`src/rtl/uart_alu_ctrl_if.sv`:
```
// UART FIFO-side bundle for the ALU frame sequencer.
// master: the sequencer (pops the RX FIFO, pushes the TX FIFO).
// slave:  the UART (or a model of it) that owns both FIFOs.
interface uart_alu_ctrl_if #(
    parameter int DBIT = 8
);
    logic            rx_empty;
    logic [DBIT-1:0] r_data;
    logic            rd_uart;
    logic            tx_full;
    logic [DBIT-1:0] w_data;
    logic            wr_uart;

    modport master (
        input  rx_empty,
        input  r_data,
        input  tx_full,
        output rd_uart,
        output w_data,
        output wr_uart
    );

    modport slave (
        output rx_empty,
        output r_data,
        output tx_full,
        input  rd_uart,
        input  w_data,
        input  wr_uart
    );
endinterface

```
`src/rtl/uart_alu_ctrl.sv`:
```
// uart_alu_ctrl: frame sequencer between UART RX/TX FIFOs and a combinational ALU.
// A frame is three RX bytes (operand A, operand B, opcode); one response byte is
// pushed to the TX FIFO per frame: the ALU result, or ERR_CODE for a bad opcode.
// Optional inter-byte timeout is compiled in with `define UART_ALU_CTRL_TIMEOUT_EN.
// reset is asynchronous and active-low.
module uart_alu_ctrl #(
    parameter int              DBIT     = 8,
    parameter int              NB_OP    = 6,
    parameter logic [DBIT-1:0] ERR_CODE = 8'hFF,
    parameter int              TIMEOUT  = 50000,
    parameter int              TO_BITS  = 16
) (
    input  logic              clk,
    input  logic              reset,
    uart_alu_ctrl_if.master   uart,
    output logic [DBIT-1:0]   o_data_a,
    output logic [DBIT-1:0]   o_data_b,
    output logic [NB_OP-1:0]  o_op,
    input  logic [DBIT-1:0]   i_alu_result,
    output logic              o_busy,
    output logic              o_err
);

    localparam logic [NB_OP-1:0] OP_ADD = 6'h20;
    localparam logic [NB_OP-1:0] OP_SUB = 6'h22;
    localparam logic [NB_OP-1:0] OP_AND = 6'h24;
    localparam logic [NB_OP-1:0] OP_OR  = 6'h25;
    localparam logic [NB_OP-1:0] OP_XOR = 6'h26;
    localparam logic [NB_OP-1:0] OP_NOR = 6'h27;
    localparam logic [NB_OP-1:0] OP_SRA = 6'h03;
    localparam logic [NB_OP-1:0] OP_SRL = 6'h02;

    typedef enum logic [2:0] {
        GET_A  = 3'd0,
        GET_B  = 3'd1,
        GET_OP = 3'd2,
        EXEC   = 3'd3,
        SEND   = 3'd4
    } state_t;

    state_t          state;
    state_t          state_next;
    logic            rd_pop;
    logic            tx_push;
    logic            op_bad;
    logic            timeout_hit;
    logic [DBIT-1:0] w_data_q;

    // An opcode byte is valid only if its upper bits are clear and the low
    // field names one of the eight supported ALU operations.
    function automatic logic op_is_valid(input logic [DBIT-1:0] op_byte);
        logic valid;
        valid = 1'b0;
        if (op_byte[DBIT-1:NB_OP] == '0) begin
            case (op_byte[NB_OP-1:0])
                OP_ADD, OP_SUB, OP_AND, OP_OR,
                OP_XOR, OP_NOR, OP_SRA, OP_SRL: valid = 1'b1;
                default:                        valid = 1'b0;
            endcase
        end
        return valid;
    endfunction

`ifdef UART_ALU_CTRL_TIMEOUT_EN
    localparam logic [TO_BITS-1:0] TO_LAST = TO_BITS'(TIMEOUT - 1);

    logic [TO_BITS-1:0] to_cnt;
    logic               waiting;

    assign waiting     = (state == GET_B) || (state == GET_OP);
    assign timeout_hit = waiting && uart.rx_empty && (to_cnt == TO_LAST);

    // Count starved cycles inside a partial frame; any pop or leaving the wait states restarts it.
    always_ff @(posedge clk or negedge reset) begin
        if (!reset) begin
            to_cnt <= '0;
        end else if (!waiting || rd_pop || timeout_hit) begin
            to_cnt <= '0;
        end else if (uart.rx_empty) begin
            to_cnt <= to_cnt + 1'b1;
        end
    end
`else
    // Without the timeout a partial frame waits forever; keep the parameters referenced.
    logic [TO_BITS-1:0] unused_timeout;
    assign unused_timeout = TO_BITS'(TIMEOUT);
    assign timeout_hit    = 1'b0;
`endif

    // State register.
    always_ff @(posedge clk or negedge reset) begin
        if (!reset) begin
            state <= GET_A;
        end else begin
            state <= state_next;
        end
    end

    // Next-state logic plus the combinational pop/push strobes.
    always_comb begin
        state_next = state;
        rd_pop     = 1'b0;
        tx_push    = 1'b0;
        op_bad     = 1'b0;
        case (state)
            GET_A: begin
                if (!uart.rx_empty) begin
                    rd_pop     = 1'b1;
                    state_next = GET_B;
                end
            end
            GET_B: begin
                if (!uart.rx_empty) begin
                    rd_pop     = 1'b1;
                    state_next = GET_OP;
                end else if (timeout_hit) begin
                    state_next = GET_A;
                end
            end
            GET_OP: begin
                if (!uart.rx_empty) begin
                    rd_pop = 1'b1;
                    if (op_is_valid(uart.r_data)) begin
                        state_next = EXEC;
                    end else begin
                        op_bad     = 1'b1;
                        state_next = SEND;
                    end
                end else if (timeout_hit) begin
                    state_next = GET_A;
                end
            end
            EXEC: begin
                state_next = SEND;
            end
            SEND: begin
                if (!uart.tx_full) begin
                    tx_push    = 1'b1;
                    state_next = GET_A;
                end
            end
            default: begin
                state_next = GET_A;
            end
        endcase
    end

    // Capture popped bytes, the ALU result or error code, and the error pulse.
    always_ff @(posedge clk or negedge reset) begin
        if (!reset) begin
            o_data_a <= '0;
            o_data_b <= '0;
            o_op     <= '0;
            w_data_q <= '0;
            o_err    <= 1'b0;
        end else begin
            o_err <= op_bad || timeout_hit;
            if (rd_pop) begin
                case (state)
                    GET_A:  o_data_a <= uart.r_data;
                    GET_B:  o_data_b <= uart.r_data;
                    GET_OP: begin
                        o_op <= uart.r_data[NB_OP-1:0];
                        if (op_bad) begin
                            w_data_q <= ERR_CODE;
                        end
                    end
                    default: ;
                endcase
            end
            if (state == EXEC) begin
                w_data_q <= i_alu_result;
            end
        end
    end

    assign uart.rd_uart = rd_pop;
    assign uart.wr_uart = tx_push;
    assign uart.w_data  = w_data_q;
    assign o_busy       = (state != GET_A);

endmodule

```
`src/flat_wrapper.sv`:
```
// flat-port wrapper written by rule: the top's interface ports become plain ports
module uart_alu_ctrl_flat 
#(
    parameter int              DBIT     = 8,
    parameter int              NB_OP    = 6,
    parameter logic [DBIT-1:0] ERR_CODE = 8'hFF,
    parameter int              TIMEOUT  = 50000,
    parameter int              TO_BITS  = 16
)
  (clk, reset, o_data_a, o_data_b, o_op, i_alu_result, o_busy, o_err, uart_rx_empty, uart_r_data, uart_tx_full, uart_rd_uart, uart_w_data, uart_wr_uart);
  uart_alu_ctrl_if #(.DBIT(DBIT)) uart_i ();
  input  logic clk;
  input  logic reset;
  output logic [DBIT-1:0] o_data_a;
  output logic [DBIT-1:0] o_data_b;
  output logic [NB_OP-1:0] o_op;
  input  logic [DBIT-1:0] i_alu_result;
  output logic o_busy;
  output logic o_err;
  input wire logic [$bits(uart_i.rx_empty)-1:0] uart_rx_empty;
  input wire logic [$bits(uart_i.r_data)-1:0] uart_r_data;
  input wire logic [$bits(uart_i.tx_full)-1:0] uart_tx_full;
  output wire logic [$bits(uart_i.rd_uart)-1:0] uart_rd_uart;
  output wire logic [$bits(uart_i.w_data)-1:0] uart_w_data;
  output wire logic [$bits(uart_i.wr_uart)-1:0] uart_wr_uart;
  assign uart_i.rx_empty = uart_rx_empty;
  assign uart_i.r_data = uart_r_data;
  assign uart_i.tx_full = uart_tx_full;
  assign uart_rd_uart = uart_i.rd_uart;
  assign uart_w_data = uart_i.w_data;
  assign uart_wr_uart = uart_i.wr_uart;
  uart_alu_ctrl #(.DBIT(DBIT), .NB_OP(NB_OP), .ERR_CODE(ERR_CODE), .TIMEOUT(TIMEOUT), .TO_BITS(TO_BITS)) u_core (.clk(clk), .reset(reset), .uart(uart_i), .o_data_a(o_data_a), .o_data_b(o_data_b), .o_op(o_op), .i_alu_result(i_alu_result), .o_busy(o_busy), .o_err(o_err));
endmodule
```
`config.mk`:
```
export PLATFORM = sky130hd
export DESIGN_NAME = uart_alu_ctrl_flat
export DESIGN_NICKNAME = d
export VERILOG_FILES = /design/src/rtl/uart_alu_ctrl_if.sv /design/src/rtl/uart_alu_ctrl.sv /design/src/flat_wrapper.sv
export SDC_FILE = /design/constraint.sdc
export NUM_CORES = 1
export LEC_CHECK = 0
export BUFFER_PORTS_ARGS = -buffer_cell sky130_fd_sc_hd__buf_2
export CORE_UTILIZATION = 25
export DETAILED_ROUTE_END_ITERATION = 10
export HOLD_SLACK_MARGIN = 0.06
export PLACE_DENSITY = 0.54
export RECOVER_POWER = 50
export SYNTH_ARGS = -nofsm -noshare
export SYNTH_HDL_FRONTEND = slang
export SYNTH_SLANG_ARGS = --single-unit
```
`constraint.sdc`:
```
create_clock -name clk -period 1.85 [get_ports clk]
set_clock_uncertainty 0.15 [all_clocks]
set_input_delay 0.185 -clock clk [delete_from_list [all_inputs] [get_ports clk]]
set_output_delay 0.185 -clock clk [all_outputs]
set_load 0.03 [all_outputs]
```
==> impl_metrics.toml, run 1 <==
[global_route]
grt_antenna_before_repair = 0
grt_first_pass_wirelength_mm = 5.91
groute.usage.overall_pct = 12.3
grt_start_max_net_pins = 35
grt_overflow_total = 0
via_count_of_the_first_global_routing_pass = 1277

[sta]
final_min_period_over_clock_period_pct = 96.8
finalSetupViolations = 0
grt_setup_unrepaired = "no"
max-slew-margin-rel_pct = 41.9
final_hold_viol_count = 0
drv_slew = 0
min_period_ps = 1790
max_freq_mhz = 558
totalNegativeSetupSlack_ps = 0
worstMarginPinSlew_ps = 871

[clock_network]
cts_sinks = 34
tritoncts.num_buffers = 5
cts_tree = "done"
max-clock-path-buffers = 2
cts_max_level = 2
clock_insertion_delay_worst_skew_ps = 290
clockRootBuffer = "sky130_fd_sc_hd__clkbuf_8"
clk_pin_slew_worst_paths_ps = 70

[worst_setup_path]
cp.required_ps = 1510
crit_path_max_incr_delay_ps = 440
crit_arrival_ps = 1460
startpoint_type = "flip-flop"
worstPathCellList = "buf_4 -> or3_1 -> buf_2"
crit_family = "flip-flops"
critical-path-slowest-cell = "sky130_fd_sc_hd__dfrtp_1"
cp.buffers_inverters = 2
critical_path_class = "flip-flop to primary output"
critPathMaxFanout = 8
endpoint_kind = "primary output"

[logic_synthesis]
synth_fp_nets = 144
yosys_register_bits = 34
synth-edff-count = 0
synth_top_area_share_pct = 55.6
ys_seq_area_share_pct = 55.6
yosysUniqueCellTypes = 24
ys.flop_type = "sky130_fd_sc_hd__dfrtp_1"
synthesis.area_per_instance_um2 = 12.3
async_s_r_ff_share_synth_pct = 100
biggest_area_contributors_in_the_synthesized_netlist = "sky130_fd_sc_hd__dfrtp_1, sky130_fd_sc_hd__mux2_2, sky130_fd_sc_hd__a211oi_1, sky130_fd_sc_hd__nor2_1, sky130_fd_sc_hd__a21oi_1"
mappedNetlistArea_um2 = 1530
synth_top_cell_by_area = "sky130_fd_sc_hd__dfrtp_1"
synth.yosys.warnings = 0
synthesis.instances = 124

[detailed_routing]
route.final.wire_length_mm = 3.55
drtIter0Drc = 36
antenna_left = 0
via_count = 1225
count_of_unresolved_drc_violations_after_routing = 0
vias_per_cell = 4.38
drt-wirelength-per-cell_um = 12.7
detailedRoute.firstPassIterationCount = 3

[floorplanning]
io_pins = 54
design.die.area_um2 = 6440
fp-row-count = 28
coreArea_um2 = 5920
chipHeight_um = 80.2
horizontal_die_dimension_um = 80.2
initial_utilization_pct = 25.8

[outcome]
status = "finished, final reports clean"

[layout]
nNetsFinal = 224
final_design_area_no_fill_um2 = 2220
diodes = 0
area.growth.synth_to_final_pct = 45.1
layout-drive-gt1-share_pct = 40.5

[pwr]
static-leakage-power_uw = 0.00101
powerDensity_nw_per_um2 = 1920
power.ir.vdd_worst_uv = 857

[place]
port-buffer-count = 53
dp_hpwl_mm = 2.53
placement.cell_area_um2 = 1920
gp_routability_congestion = 0.673

[run]
max_cap_violations = 0

[worst_hold_path]
min_path_type = "input pin to flip-flop"
-- cells by family (layout without fill, tap and decap cells) --
kind of cell    count (synthesis)  count (layout)  share of synthesized area, %
simple gates                   29              29                          12.3
flops                          34              34                          55.6
mux                            22              22                          16.2
buf+inv                        16              97                          4.74
compound gates                 23              23                          11.2
-- layout make-up --
| type | count | area (um^2) |
|---|---|---|
| fill | 602 | 3700 |
| sequential | 34 | 852 |
| multi-input combinational | 74 | 607 |
| timing repair buffer | 80 | 492 |
| tap | 75 | 93.8 |
| clock buffer | 6 | 82.6 |
| clock inverter | 2 | 60.1 |
| inverter | 9 | 33.8 |
-- state kept, by name (all words and copies together) (netlist names) --
name,cells
u_core.uart.w_data,8
u_core.state,3
u_core.o_err,1
u_core.o_data_b,8
u_core.o_op,6
u_core.o_data_a,8
-- cells in the mapped netlist (2+ instances only) --
library cell / n
sky130_fd_sc_hd__nor4b_2: 2
sky130_fd_sc_hd__clkbuf_1: 2
sky130_fd_sc_hd__nand2_1: 2
sky130_fd_sc_hd__a21oi_1: 9
sky130_fd_sc_hd__nor2_1: 13
sky130_fd_sc_hd__mux2_2: 22
sky130_fd_sc_hd__buf_2: 4
sky130_fd_sc_hd__dfrtp_1: 34
sky130_fd_sc_hd__and3b_1: 2
sky130_fd_sc_hd__nand2b_1: 2
sky130_fd_sc_hd__a211oi_1: 10
sky130_fd_sc_hd__inv_1: 9
sky130_fd_sc_hd__nor2b_1: 2
-- routing by layer --
layer,part of all wire [%],GRT usage [%],vias up
met5,0,0,-
met4,0.76,2.14,0
met3,7.2,5.34,5
met2,47,19.2,39
met1,45,15.8,586
li1,-,-,595
-- cells in the final DEF (no fill, tap or decap) --
cell type                        n
sky130_fd_sc_hd__dfrtp_1        33
sky130_fd_sc_hd__and3b_1         2
sky130_fd_sc_hd__nand2b_1        2
sky130_fd_sc_hd__nand3b_1        1
sky130_fd_sc_hd__bufinv_16       2
sky130_fd_sc_hd__o2bb2ai_1       1
sky130_fd_sc_hd__o21ai_0         1
sky130_fd_sc_hd__clkbuf_2        1
sky130_fd_sc_hd__clkbuf_1       16
sky130_fd_sc_hd__mux2_2         22
sky130_fd_sc_hd__nor4b_2         2
sky130_fd_sc_hd__buf_4           8
sky130_fd_sc_hd__a211oi_1       10
sky130_fd_sc_hd__a32o_1          1
sky130_fd_sc_hd__buf_2          37
sky130_fd_sc_hd__dfrtp_2         1
sky130_fd_sc_hd__dlygate4sd3_1  17
sky130_fd_sc_hd__buf_6           1
sky130_fd_sc_hd__or2b_1          1
sky130_fd_sc_hd__a2111oi_4       1
sky130_fd_sc_hd__inv_1           9
sky130_fd_sc_hd__a21oi_1         9
sky130_fd_sc_hd__nor2_1         13
sky130_fd_sc_hd__clkbuf_8        6
sky130_fd_sc_hd__or3_1           1
sky130_fd_sc_hd__nor4_4          1
sky130_fd_sc_hd__nand3_1         1
sky130_fd_sc_hd__or4_4           1
sky130_fd_sc_hd__nor2b_1         2
sky130_fd_sc_hd__nand2_1         2
-- power breakdown --
group	internal (uW)	switching, uW
combinational	761	1290
clock	575	278
sequential	1110	254
total	2450	1820
-- path summary, 6_finish.rpt --
check,cells past startpoint,slack [ps],startpoint,end
setup / recovery,3,60,u_core.state[1],o_busy
hold / removal,2,60,uart_r_data[5],u_core.o_data_a[5]
setup reg to reg,3,190,u_core.state[2],u_core.o_data_b[6]
hold reg to reg,1,360,u_core.o_data_b[4],u_core.o_data_b[4]
max in group asynchronous,3,470,reset,u_core.state[0]
min in group asynchronous,3,470,reset,u_core.o_data_b[3]
-- stage by stage --
step / hold slack (ps) / utilization (%) / instances / total power (uW) / setup slack (ps)
finish: 63.1 / 37.5 / 280 / 4270 / 58.8
CTS: 62.5 / 37.7 / 279 / 4350 / 6.33
global route: 65.8 / 37.5 / 280 / 4520 / 7.15
detailed placement: 96.8 / 32.4 / 254 / 3450 / 49.1
floorplan: -261 / - / 124 / 2810 / 61.9
global placement: 97.0 / 32.4 / 254 / 3420 / 95.1
-- timing repair --
item	in CTS	in global routing
setup endpoints to repair	0	12
hold buffers	17	0
setup buffers	0	1
resized for setup	0	2
hold endpoints to repair	62	0
Power figures use the tool's default switching activity.
==> inputs of run 2 (changes only) <==
- CORE_ASPECT_RATIO: default -> 0.9
==> run 2 against run 1 <==
Clock power decreased by 33%. Total power down 6.6%. Largest power group unchanged. Clock-buffer cell count stayed put. Setup slack got worse by 17 ps. Via count rose by 1.1%. Non-clock buffer count up 1. Register-to-register slack about the same. Utilization grew 0.13 points. Largest cell class unchanged. The flow now finishes with violations (DRC). Combinational power about the same. Final area down 1.9%.
==> impl_metrics.toml, run 2 (synthesis results as in run 1) <==
[outcome]
status = "complete, but fails checks"
violations = "DRC"

[clock_network]
clockRootBuffer = "sky130_fd_sc_hd__clkbuf_8"
cts_tree = "done"
clock_insertion_delay_worst_skew_ps = 280
cts_max_level = 2
cts_sinks = 34
max-clock-path-buffers = 2
clk_pin_slew_worst_paths_ps = 70
tritoncts.num_buffers = 5

[sta]
drv_slew = 0
max_freq_mhz = 553
final_hold_viol_count = 0
final_min_period_over_clock_period_pct = 97.7
post-route-worst-setup-slack_ps = 42.2
finalSetupViolations = 0
min_period_ps = 1810
worstMarginPinSlew_ps = 878
max-slew-margin-rel_pct = 41.4

[worst_setup_path]
critical_path_class = "input pin to flip-flop"
startpoint_type = "input pin"
cp.required_ps = 1860
crit_path_max_incr_delay_ps = 540
timing.critical_path.depth = 6
endpoint_kind = "flip-flop"
critical-path-slowest-cell = "sky130_fd_sc_hd__dlygate4sd3_1"
r2r_slack_ps = 200
r2r_start = "u_core.state[0]"
crit_arrival_ps = 1810
critPathMaxFanout = 11
worstReg2RegEnd = "u_core.o_op[5]"
cp-startpoint = "uart_r_data[2]"
r2r_cells = 3
cp-endpoint = "u_core.uart.w_data[7]"
worstPathCellList = "dlygate4sd3_1 -> buf_2 -> or2b_1 -> a2111oi_4 -> buf_6 -> a211oi_1"
cp.buffers_inverters = 3
crit_family = "buffers and inverters"

[pwr]
switchingPower_uw = 1820
internal-power_uw = 2170
seq_power_share_pct = 33.9
static-leakage-power_uw = 0.000995
power_frac_comb_pct = 51.9
power.ir.vdd_worst_uv = 691
powerDensity_nw_per_um2 = 1830
p_clk_share_pct = 14.3
power_switching_share_pct = 45.6

[run]
max_cap_violations = 0

[detailed_routing]
route.final.wire_length_mm = 3.72
via_count = 1239
antenna_left = 0
detailedRoute.firstPassIterationCount = 9
vias_per_cell = 4.49
count_of_unresolved_drc_violations_after_routing = 3
drtIter0Drc = 44
drt-wirelength-per-cell_um = 13.5

[place]
placed_cells = 250
dp_hpwl_mm = 2.60
port-buffer-count = 53
gp_routability_congestion = 0.746
placement_setup_slack_ps = 47.9

[layout]
diodes = 0
final-instance-count-excl-fill = 276
nNetsFinal = 225
area.growth.synth_to_final_pct = 42.4
final_cell_mix = "sky130_fd_sc_hd__buf_2, sky130_fd_sc_hd__dfrtp_1, sky130_fd_sc_hd__mux2_2, sky130_fd_sc_hd__dlygate4sd3_1, sky130_fd_sc_hd__clkbuf_1"
layout-drive-gt1-share_pct = 40.8
final_common_cell = "sky130_fd_sc_hd__buf_2"

[global_route]
via_count_of_the_first_global_routing_pass = 1259
grt_start_max_net_pins = 35
grt_first_pass_wirelength_mm = 6.32
groute.usage.overall_pct = 12.6
grt_antenna_before_repair = 0
grt_overflow_total = 0

[floorplanning]
coreArea_um2 = 5790
horizontal_die_dimension_um = 84.5
initial_utilization_pct = 26.4
chipHeight_um = 76.2
io_pins = 54
fp-row-count = 26
design.die.area_um2 = 6440

[worst_hold_path]
min_path_type = "input pin to flip-flop"
==> run 2: cell type report <==
cell class              count  area, um^2
clock inverters             2        12.5
repair buffers             81         503
flip-flops and latches     34         851
well taps                  70        87.6
multi-input cells          74         609
inverters                   9        33.8
fillers                   587        3610
clock buffers               6        82.6
==> run 2: power groups by stage <==
stage / logic, uW / clock network [uW] / registers, uW
2_1_floorplan: 837 / 0 / 1970
3_3_place_gp: 2080 / 0 / 1360
3_5_place_dp: 2110 / 0 / 1360
4_1_cts: 2140 / 593 / 1350
5_1_grt: 2230 / 640 / 1410
6_report: 2070 / 568 / 1350
==> run 2: routing by layer <==
| layer | global-route usage (%) | up-vias | share of wire [%] |
|---|---|---|---|
| li1 | - | 597 | - |
| met5 | 0 | - | 0 |
| met2 | 18.9 | 36 | 46 |
| met3 | 4.88 | 4 | 5.7 |
| met4 | 4.07 | 0 | 1.0 |
| met1 | 16.7 | 602 | 47 |
==> run 2: tightest hold or removal path, cell delays in order <==
cell and delay (ps):
sky130_fd_sc_hd__buf_2 80, sky130_fd_sc_hd__or4_4 130, sky130_fd_sc_hd__a211oi_1 50, sky130_fd_sc_hd__nor2b_1 90
==> run 2: worst min path at each step <==
stage / startpoint / to / slack (ps) / cells past startpoint
2_1_floorplan: reset / u_core.o_data_a[0] / -260 / 0
3_3_place_gp: reset / u_core.uart.w_data[7] / 10 / 2
3_5_place_dp: reset / u_core.uart.w_data[3] / 10 / 2
4_1_cts: uart_r_data[3] / u_core.o_err / 140 / 4
5_1_grt: uart_r_data[3] / u_core.o_err / 140 / 4
6_report: uart_r_data[3] / u_core.o_err / 150 / 4
==> run 2: per-stage QoR <==
| step | setup TNS (ps) | total power, uW | hold slack [ps] | instance area (um^2) | utilization (%) |
|---|---|---|---|---|---|
| 4_1_cts | 0 | 4080 | 143 | 2210 | 38.1 |
| 3_5_place_dp | 0 | 3470 | 14.6 | 1930 | 33.4 |
| 3_3_place_gp | 0 | 3440 | 12.8 | 1930 | 33.4 |
| 6_report | 0 | 3990 | 154 | 2180 | 37.6 |
| 5_1_grt | -0.201 | 4290 | 141 | 2180 | 37.6 |
| 2_1_floorplan | 0 | 2810 | -261 | 1530 | - |
==> run 2: timing repair <==
action | 4_1_cts | 5_1_grt
gates resized for setup | 0 | 2
endpoints found under the setup margin | 0 | 6
hold buffers | 18 | 0
buffers inserted | 0 | 0
hold endpoints to repair | 65 | 0
==> inputs of run 3 (changes only) <==
- CORE_UTILIZATION: 25 -> 44
- PLACE_DENSITY: 0.54 -> 0.82
==> run 3 against run 2 <==
Flip-flop and latch count did not move. Largest power group unchanged. Final area fell by 3.6%. Highest routed layer unchanged. Critical path depth did not move. Global-route usage rose by 9.6 points. The flow now finishes without violations. First-iteration DRC count rose by 6.8%. Cell count fell by 11%. Clock-buffer cell count did not move. Critical path type unchanged.
==> impl_metrics.toml, run 3 (synthesis results as in run 1) <==
[global_route]
grt_overflow_total = 0
groute.usage.overall_pct = 22.2
grt_first_pass_wirelength_mm = 6.11
grt_antenna_before_repair = 0
grt_start_max_net_pins = 35
via_count_of_the_first_global_routing_pass = 1285

[worst_hold_path]
min_path_cells = 2
hold_path_end = "u_core.o_data_a[5]"
holdCritStartpoint = "uart_r_data[5]"
min_path_type = "input pin to flip-flop"

[worst_setup_path]
r2r_start = "u_core.state[0]"
startpoint_type = "input pin"
crit_arrival_ps = 1770
cp.required_ps = 1860
critPathMaxFanout = 5
worstPathCellList = "dlygate4sd3_1 -> buf_2 -> or2b_1 -> a2111oi_4 -> buf_4 -> a211oi_1"
critical-path-slowest-cell = "sky130_fd_sc_hd__dlygate4sd3_1"
endpoint_kind = "flip-flop"
crit_path_max_incr_delay_ps = 530
r2r_cells = 4
worstReg2RegEnd = "u_core.o_op[1]"
critical_path_class = "input pin to flip-flop"
cp-startpoint = "uart_r_data[2]"
cp.buffers_inverters = 3
crit_family = "buffers and inverters"
r2r_slack_ps = 160

[clock_network]
tritoncts.num_buffers = 5
clockRootBuffer = "sky130_fd_sc_hd__clkbuf_8"
max-clock-path-buffers = 2
clk_pin_slew_worst_paths_ps = 60
cts_sinks = 34
cts_max_level = 2
clock_insertion_delay_worst_skew_ps = 270
cts_tree = "done"

[detailed_routing]
met2RoutedLength_mm = 1.95
count_of_unresolved_drc_violations_after_routing = 0
route.final.wire_length_mm = 3.73
dr.max_layer_used = "met4"
routedLengthMet1_mm = 1.58
antenna_left = 0
via_count = 1271
detailedRoute.firstPassIterationCount = 5
vias_per_cell = 5.19
drtIter0Drc = 47
met3_length_um = 136
drt-wirelength-per-cell_um = 15.2

[pwr]
static-leakage-power_uw = 0.000948
power.ir.vdd_worst_uv = 961
total_power_uw = 3960
powerDensity_nw_per_um2 = 1880

[floorplanning]
design.die.area_um2 = 3720
initial_utilization_pct = 48.0
horizontal_die_dimension_um = 64.2
coreArea_um2 = 3190
io_pins = 54
chipHeight_um = 57.9
fp-row-count = 19

[layout]
diodes = 0
layout-drive-gt1-share_pct = 33.0
area.growth.synth_to_final_pct = 37.3
number_of_inserted_filler_cells_in_the_final_layout = 249
final_cell_mix = "sky130_fd_sc_hd__dfrtp_1, sky130_fd_sc_hd__clkbuf_1, sky130_fd_sc_hd__mux2_2, sky130_fd_sc_hd__buf_2, sky130_fd_sc_hd__dlygate4sd3_1"
final_common_cell = "sky130_fd_sc_hd__dfrtp_1"
nNetsFinal = 224

[sta]
totalNegativeSetupSlack_ps = 0
holdWs_ps = 86.8
drv_slew = 0
min_period_ps = 1760
max-slew-margin-rel_pct = 45.6
final_hold_viol_count = 0
grt_setup_unrepaired = "no"
worstMarginPinSlew_ps = 816
max_freq_mhz = 567
final_min_period_over_clock_period_pct = 95.3
finalSetupViolations = 0

[place]
dp_hpwl_mm = 2.48
port-buffer-count = 53
gp_routability_congestion = 0.803

[outcome]
status = "finished, final reports clean"

[run]
max_cap_violations = 0
## run 3: changes by cell type in the layout (fill, tap and decap cells not counted)
cell / previous run / this run
sky130_fd_sc_hd__dfrtp_2: 0 / 1
sky130_fd_sc_hd__buf_4: 8 / 10
sky130_fd_sc_hd__clkbuf_1: 15 / 31
sky130_fd_sc_hd__clkinvlp_4: 1 / 0
sky130_fd_sc_hd__dlygate4sd3_1: 18 / 16
sky130_fd_sc_hd__dfrtp_1: 34 / 33
sky130_fd_sc_hd__nand2b_1: 1 / 2
sky130_fd_sc_hd__nand2b_2: 1 / 0
sky130_fd_sc_hd__buf_2: 38 / 21
sky130_fd_sc_hd__clkinv_2: 1 / 0
## run 3: worst max path at each step
stage                             to  slack, ps  cells after the start
3_5_place_dp   u_core.uart.w_data[4]         60                      5
5_1_grt                 uart_wr_uart         30                      5
3_3_place_gp   u_core.uart.w_data[4]        110                      5
2_1_floorplan         u_core.o_op[0]         60                      3
4_1_cts                       o_busy          7                      3
6_report       u_core.uart.w_data[0]         90                      6
## run 3: what timing repair did
item | 4_1_cts | 5_1_grt
gates resized for setup | 0 | 3
endpoints found under the setup margin | 0 | 11
endpoints found under the hold margin | 60 | 0
hold buffers | 16 | 0
buffers inserted | 0 | 2
## run 3: final cells by class
cell class	instances	area [um^2]	area share [%]
Multi-Input combinational cell	74	607	28.9
Clock buffer	6	82.6	3.93
Sequential cell	34	852	40.6
Inverter	9	33.8	1.61
Timing Repair Buffer	80	473	22.5
Tap cell	42	52.6	2.50
## run 3: per-layer routing
metal / up-vias / track usage (%)
met4: 0 / 9.21
met3: 6 / 6.10
met2: 29 / 35.7
li1: 594 / -
met5: - / 0
met1: 642 / 28.6
## run 3: metrics by stage
step,cell area [um^2],setup slack (ps),std cells,utilization [%]
final,2100,87.7,245,65.9
after global routing,2100,28.8,245,65.9
after CTS,2110,6.77,242,66.3
after detailed placement,1870,61.6,220,58.7
after global placement,1870,110,220,58.7
after floorplan,1530,61.9,124,-
## run 3: power breakdown
| group | switching (uW) | internal (uW) | total (uW) |
|---|---|---|---|
| sequential | 251 | 1110 | 1360 |
| combinational | 1350 | 732 | 2080 |
| clock | 232 | 286 | 519 |
